===== config.mk =====
export PLATFORM = sky130hd
export DESIGN_NAME = shift_arbiter
export DESIGN_NICKNAME = d
export VERILOG_FILES = /design/src/rtl/shift_pkg.sv /design/src/rtl/Shift_Unit.sv /design/src/rtl/shift_arbiter.sv
export SDC_FILE = /design/constraint.sdc
export NUM_CORES = 1
export LEC_CHECK = 0
export CAP_MARGIN = 0
export CELL_PAD_IN_SITES_DETAIL_PLACEMENT = 0
export CELL_PAD_IN_SITES_GLOBAL_PLACEMENT = 1
export CORE_ASPECT_RATIO = 1.1
export CORE_MARGIN = 4
export CORE_UTILIZATION = 36
export CTS_CLUSTER_SIZE = 10
export DETAILED_ROUTE_END_ITERATION = 10
export GPL_ROUTABILITY_DRIVEN = 0
export PLACE_DENSITY_LB_ADDON = 0.1
export SKIP_LAST_GASP = 1
export SLEW_MARGIN = 10
export SYNTH_ARGS = -nofsm -noshare
export SYNTH_HDL_FRONTEND = slang
export SYNTH_SLANG_ARGS = --single-unit

===== constraint.sdc =====
create_clock -name CLK -period 2.7 [get_ports CLK]
set_clock_uncertainty 0.05 [all_clocks]
set_input_delay 0.54 -clock CLK [delete_from_list [all_inputs] [get_ports CLK]]
set_output_delay 0.54 -clock CLK [all_outputs]
set_load 0.02 [all_outputs]

===== src/rtl/shift_pkg.sv =====
// Shared encodings for the shift arbiter: op codes as {funct7[5], funct3[2]},
// requester identifiers and the shift-amount width.
package shift_pkg;

  localparam logic [1:0] OP_SLL     = 2'b00;
  localparam logic [1:0] OP_SRL     = 2'b01;
  localparam logic [1:0] OP_ILLEGAL = 2'b10;
  localparam logic [1:0] OP_SRA     = 2'b11;

  localparam logic REQ_EXE = 1'b0;
  localparam logic REQ_AUX = 1'b1;

  localparam int SHAMT_W = 5;

endpackage


===== src/rtl/Shift_Unit.sv =====
// Combinational barrel shifter. Output is forced to zero when not enabled and
// for the illegal encoding, which is flagged instead of shifted.
module Shift_Unit
  import shift_pkg::*;
#(
  parameter int XLEN = 32
) (
  input  logic               en_i,
  input  logic [XLEN-1:0]    rs1_i,
  input  logic [SHAMT_W-1:0] shamt_i,
  input  logic               f3_2_i,
  input  logic               f7_5_i,
  output logic [XLEN-1:0]    result_o,
  output logic               illegal_o
);

  always_comb begin
    result_o  = '0;
    illegal_o = 1'b0;
    if (en_i) begin
      case ({f7_5_i, f3_2_i})
        OP_SLL:     result_o = rs1_i << shamt_i;
        OP_SRL:     result_o = rs1_i >> shamt_i;
        OP_SRA:     result_o = $signed(rs1_i) >>> shamt_i;
        OP_ILLEGAL: illegal_o = 1'b1;
      endcase
    end
  end

endmodule


===== src/rtl/shift_arbiter.sv =====
// Round-robin share of one Shift_Unit between the execute stage (port 0) and
// the CSR/bit-manip sequencer (port 1), with a single registered result stage.
module shift_arbiter
  import shift_pkg::*;
#(
  parameter int XLEN  = 32,
  parameter int TAG_W = 4
) (
  input  logic               CLK,
  input  logic               rst_n,
  input  logic               flush,
  input  logic [1:0]         req_valid,
  output logic [1:0]         req_ready,
  input  logic [XLEN-1:0]    req_rs1_0,
  input  logic [XLEN-1:0]    req_rs1_1,
  input  logic [SHAMT_W-1:0] req_shamt_0,
  input  logic [SHAMT_W-1:0] req_shamt_1,
  input  logic               req_f3_2_0,
  input  logic               req_f3_2_1,
  input  logic               req_f7_5_0,
  input  logic               req_f7_5_1,
  input  logic [TAG_W-1:0]   req_tag_0,
  input  logic [TAG_W-1:0]   req_tag_1,
  output logic               res_valid,
  input  logic               res_ready,
  output logic [XLEN-1:0]    res_data,
  output logic               res_id,
  output logic [TAG_W-1:0]   res_tag,
  output logic               res_illegal
);

  logic              rr_ptr_q, rr_ptr_d;
  logic              res_valid_q, res_valid_d;
  logic [XLEN-1:0]   res_data_q, res_data_d;
  logic              res_id_q, res_id_d;
  logic [TAG_W-1:0]  res_tag_q, res_tag_d;
  logic              res_illegal_q, res_illegal_d;

  logic [1:0]         grant;
  logic               can_accept;
  logic               xfer;
  logic               winner;
  logic [XLEN-1:0]    sel_rs1;
  logic [SHAMT_W-1:0] sel_shamt;
  logic               sel_f3_2;
  logic               sel_f7_5;
  logic [TAG_W-1:0]   sel_tag;
  logic [XLEN-1:0]    shift_result;
  logic               shift_illegal;

  // rr_ptr only matters when both requesters contend.
  always_comb begin
    grant = 2'b00;
    case (req_valid)
      2'b01:   grant[REQ_EXE] = 1'b1;
      2'b10:   grant[REQ_AUX] = 1'b1;
      2'b11:   grant = rr_ptr_q ? 2'b10 : 2'b01;
      default: grant = 2'b00;
    endcase
  end

  assign can_accept = rst_n & ~flush & (~res_valid_q | res_ready);
  assign req_ready  = can_accept ? grant : 2'b00;
  assign xfer       = |(req_valid & req_ready);
  assign winner     = grant[REQ_AUX];

  assign sel_rs1   = winner ? req_rs1_1   : req_rs1_0;
  assign sel_shamt = winner ? req_shamt_1 : req_shamt_0;
  assign sel_f3_2  = winner ? req_f3_2_1  : req_f3_2_0;
  assign sel_f7_5  = winner ? req_f7_5_1  : req_f7_5_0;
  assign sel_tag   = winner ? req_tag_1   : req_tag_0;

  Shift_Unit #(
    .XLEN(XLEN)
  ) u_shift (
    .en_i     (xfer),
    .rs1_i    (sel_rs1),
    .shamt_i  (sel_shamt),
    .f3_2_i   (sel_f3_2),
    .f7_5_i   (sel_f7_5),
    .result_o (shift_result),
    .illegal_o(shift_illegal)
  );

  // A consume and a new transfer in the same cycle keep res_valid high.
  always_comb begin
    rr_ptr_d      = rr_ptr_q;
    res_valid_d   = res_valid_q;
    res_data_d    = res_data_q;
    res_id_d      = res_id_q;
    res_tag_d     = res_tag_q;
    res_illegal_d = res_illegal_q;
    if (flush) begin
      res_valid_d = 1'b0;
    end else if (xfer) begin
      res_valid_d   = 1'b1;
      res_data_d    = shift_result;
      res_id_d      = winner;
      res_tag_d     = sel_tag;
      res_illegal_d = shift_illegal;
      rr_ptr_d      = ~winner;
    end else if (res_ready) begin
      res_valid_d = 1'b0;
    end
  end

  always_ff @(posedge CLK) begin
    if (!rst_n) begin
      rr_ptr_q      <= 1'b0;
      res_valid_q   <= 1'b0;
      res_data_q    <= '0;
      res_id_q      <= 1'b0;
      res_tag_q     <= '0;
      res_illegal_q <= 1'b0;
    end else begin
      rr_ptr_q      <= rr_ptr_d;
      res_valid_q   <= res_valid_d;
      res_data_q    <= res_data_d;
      res_id_q      <= res_id_d;
      res_tag_q     <= res_tag_d;
      res_illegal_q <= res_illegal_d;
    end
  end

  assign res_valid   = res_valid_q;
  assign res_data    = res_data_q;
  assign res_id      = res_id_q;
  assign res_tag     = res_tag_q;
  assign res_illegal = res_illegal_q;

endmodule


# After elaboration in Yosys (flattened, before gate mapping)
# Cells that the tools add are included.
# W data, S select, Z words.
# word_totals
ff_bits,40
out_inout_bits,41
inputBits,92
word_cells,41
# op_classes
reduce_logical,5
mux,13
shifts,3
bitwise,8
n_eq_ne,6
# ops
operator,n
$pmux W32 S3,1
$mux W32,1
$shl A32 B5 Y32,1
$shr A32 B5 Y32,1
$sshr A32 B5 Y32,1
$eq A2 B2 Y1 const B,4
$mux W1,5
$mux W5,1
$eq A2 B1 Y1 const B,2
$mux W2,2
$mux W4,1
$not A1 Y1,4
$pmux W1 S2,2
$reduce_or A2 Y1,2
$and A1 B1 Y1,2
$and A2 B2 Y2,1
$logic_not A2 Y1,1
$reduce_and A2 Y1,1
$reduce_bool A2 Y1,1
$or A1 B1 Y1,1

# Logic depth before layout (Yosys ltp)
# logic_depth
ltp_word,7
depth_mapped,12

# Hierarchy
# From an unflattened synthesis, not the netlist that was laid out.
# unflattened
cells_unflattened,726
area_unflattened_um2,6190.9
# modules_own_cells
mod,cells_per_inst,area_per_inst_um2,instances
Shift_Unit,497,4120.2,1
shift_arbiter,229,2070.7,1

# Least setup slack after synthesis
# OpenSTA, ideal clock, no wires.
# synth_path
path_type,input to register
startpoint,input port req_shamt_0[1]
endpoint,register res_data_q[31] (netlist: res_data[31])
path_stages,8
slack_ns,0.139
t_required_ns,2.533
setup_ns,0.117
arrival_time_ns,2.394
cell_sequence,buf_2 -> buf_2 -> buf_2 -> mux4_2 -> mux2_2 -> a2111oi_0 -> nand3_1 -> a32o_1
# synth_between
elab_chain_len,3
elab_cells_between_ends,5
# synth_rtl
item,line,source
"start, declared",shift_arbiter.sv:16,"input logic [SHAMT_W-1:0] req_shamt_0,"
$mux W5 (*),shift_arbiter.sv:68,assign sel_shamt = winner ? req_shamt_1 : req_shamt_0;
"$sshr A32 B5 Y32, or another cell as far along",Shift_Unit.sv:24,OP_SRA: result_o = $signed(rs1_i) >>> shamt_i;
$pmux W32 S3 (*),Shift_Unit.sv:21,"case ({f7_5_i, f3_2_i})"
"end signal, assigned",shift_arbiter.sv:118,res_data_q <= res_data_d;
"end, declared",shift_arbiter.sv:34,"logic [XLEN-1:0] res_data_q, res_data_d;"
# Mark *: on every way between the ends. The rest lies on a longest branch, timed or not.
# A chain may end at the register's enable or synchronous reset.

# Worst setup path in the final report
# layout_path
startpoint,input port req_shamt_1[2]
endpoint,register res_data_q[28] (netlist: res_data[28])
# layout_between
elab_chain_len,3
elab_cells_between_ends,5
# layout_rtl
item,line,source
"start, declared",shift_arbiter.sv:17,"input logic [SHAMT_W-1:0] req_shamt_1,"
$mux W5 (*),shift_arbiter.sv:68,
"$sshr A32 B5 Y32, or another cell as far along",Shift_Unit.sv:24,
$pmux W32 S3 (*),Shift_Unit.sv:21,
# Marks and branches as above.

==> out/metrics.yaml <==
global_routing:
  grt_pass1_vias: 10300
  grt_pass1_wl_mm: 61.4
  antenna_found_initial: 0
  gr-total-overflow: 0
  grt_max_degree: 23
  grt_util_all_layers: 0.329
placement:
  hpwl_mm: 33.2
  port_buffers: 132
  post-place-cells: 1702
cells_and_area:
  drive_gt1_frac: 0.396
  finalNetCount: 1558
  antenna_cells: 0
  layout.cells.non_filler: 1722
  finalCoreUtilization: 0.615
  syn2layout_area_growth_pct: 68.0
sta:
  setup_viol: 0
  report.final.slew_viol_count: 0
  worst_pin_slew_ns: 0.535
  rsz0062_at_grt: "yes"
  maxSlewHeadroom: 0.642
  finalCritPeriodShare: 0.996
  finalCriticalPeriod_ns: 2.69
  hold_violations: 0
  fmax_mhz: 372
cts:
  cts_buffers: 5
  clockRootBuffer: "clkbuf_16"
  path_clk_slew_ns: 0.06
  clock_path_buffers: 2
  htree_num_levels: 2
  clock_latency_ns: 0.29
  cts_tree: "done"
  cts_sinks: 40
detailed_routing:
  routed_wl_mm: 41.2
  vias: 10900
  antenna_left: 0
  via_per_inst: 6.30
  post_drt_wl_per_cell_um: 23.9
  first_pass_iters: 6
  first_iter_violations: 1278
  drc: 0
worst_hold_path:
  hp-class: "flip-flop to flip-flop"
yosys:
  synthesis.area_um2: 7520
  synth_cells: 1027
  ys_warn_count: 0
  async_flop_share: 0
  synth_edf_count: 0
  synth_flop_cell: "dfxtp_1"
  synth.distinct_cells: 77
  synth_seq_area_share: 0.106
  synth_seq_cells: 40
  synth.avg_cell_area_um2: 7.33
  synth_nets: 1119
critical_path:
  worstSetupEndpointType: "flip-flop"
  crit_required_ns: 2.80
  cpMaxStageDelayCell: "clkdlybuf4s50_1"
  critPathMaxStageDelay_ns: 0.45
  crit_path_cell_trace: "clkdlybuf4s50_1, nand3_1, nand2_1, buf_12, buf_4, buf_4, o21ai_1, o21ai_1, o21a_1, a311oi_2, o32ai_1"
  worstSetupPathType: "input pin to flip-flop"
  worstPathArrival_ns: 2.79
  crit_path_start_kind: "input pin"
  crit_fanout: 13
power:
  power_density_nw_per_um2: 332
  irDropWorstVdd_mv: 0.422
  power_leakage_nw: 5.48
floorplanning:
  num_io_pins: 133
  initial_core_util: 0.366
  dieArea_um2: 23300
  die_w_um: 146
  coreArea_um2: 20600
  chipHeight_um: 160
  rows: 55
outcome:
  status: "finished, final reports clean"
job:
  cap_violations: 0
## per-stage QoR
step | hold WS [ns] | setup slack [ns] | total power [mW] | instance area [µm²] | setup TNS, ns
global route | 0.428 | -0.0624 | 4.34 | 12600 | -0.130
floorplan | 0.478 | 0.139 | 1.88 | 7520 | 0
CTS | 0.408 | -0.0545 | 3.95 | 12100 | -0.126
finish | 0.407 | 0.0117 | 4.20 | 12600 | 0
detailed placement | 0.397 | -0.820 | 3.32 | 11800 | -19.84
global placement | 0.391 | -0.822 | 3.32 | 11800 | -19.14
## kinds of logic after synthesis
| kind of cell | Yosys count | synth area share |
|---|---|---|
| and+or+nand+nor | 307 | 0.199 |
| muxes | 180 | 0.262 |
| AOI/OAI and AO/OA | 386 | 0.354 |
| DFF | 40 | 0.106 |
| buffers and inverters | 114 | 0.0790 |
## critical path, delay by kind of cell
family	cells	cell delay, ns
and+or+nand+nor	2	0.34
buffers and inverters	4	0.98
AOI/OAI and AO/OA	5	0.92
## synthesized netlist by cell type, types with 23 or more instances
cell type | count | share of area
buf_2 | 52 | 0.035
nand2_1 | 98 | 0.049
dfxtp_1 | 40 | 0.11
mux2i_1 | 120 | 0.16
nand3_1 | 37 | 0.025
o21ai_0 | 71 | 0.047
a21oi_1 | 72 | 0.048
clkbuf_1 | 30 | 0.015
a211oi_1 | 23 | 0.023
o211ai_1 | 27 | 0.027
mux2_2 | 51 | 0.076
nor2_1 | 60 | 0.030
## final timing paths
check / cells after the start / endpoint / from / slack (ns)
max: 11 / res_data[28] / req_shamt_1[2] / 0.01
min: 2 / res_tag[1] / res_tag[1] / 0.41
max reg2reg: 13 / res_data[28] / rr_ptr_q / 0.04
min reg2reg: 2 / res_tag[1] / res_tag[1] / 0.41
## where the power goes
group          switching [mW]  internal (mW)
Clock                   0.259          0.336
Combinational            1.54           1.41
Sequential             0.0230          0.627
## per-layer routing
| metal | GRT usage | routed length, µm |
|---|---|---|
| met1 | 0.437 | 16900 |
| met2 | 0.520 | 18200 |
| met3 | 0.0502 | 3610 |
| met4 | 0.165 | 2570 |
| met5 | 0 | 0 |
## cells in the final DEF (no fill, tap or decap), types with 26 or more instances in the layout
cell             synthesis  routed
a21oi_1                 72      65
buf_12                   0      26
buf_4                   15     369
clkdlybuf4s50_1          0     118
dfxtp_1                 40      40
mux2_2                  51      50
mux2i_1                120     108
nand2_1                 98      98
nand3_1                 37      37
nor2_1                  60      56
o211ai_1                27      27
o21ai_0                 71      50
o21ai_1                 17      31
## what timing repair did
action / in CTS / in global routing
resized for setup: 27 / 123
gates cloned: 0 / 2
endpoints found under the setup margin: 34 / 32
buffers inserted: 6 / 5
pin swaps: 4 / 20
hold buffers: 0 / 0
## registers in the layout (all words and copies together) (netlist names)
signal / flops
res_data: 32
res_tag: 4
res_id: 1
res_illegal: 1
res_valid: 1
rr_ptr_q: 1
## area by class of cell
class	instances	area [µm²]
clock buffers	5	125
clock inverters	2	12.5
fillers	1893	7930
inverters	10	37.5
multi-input cells	873	6610
flip-flops and latches	40	801
well taps	256	320
repair buffers	536	4730
(Power assumes the default switching activity.)
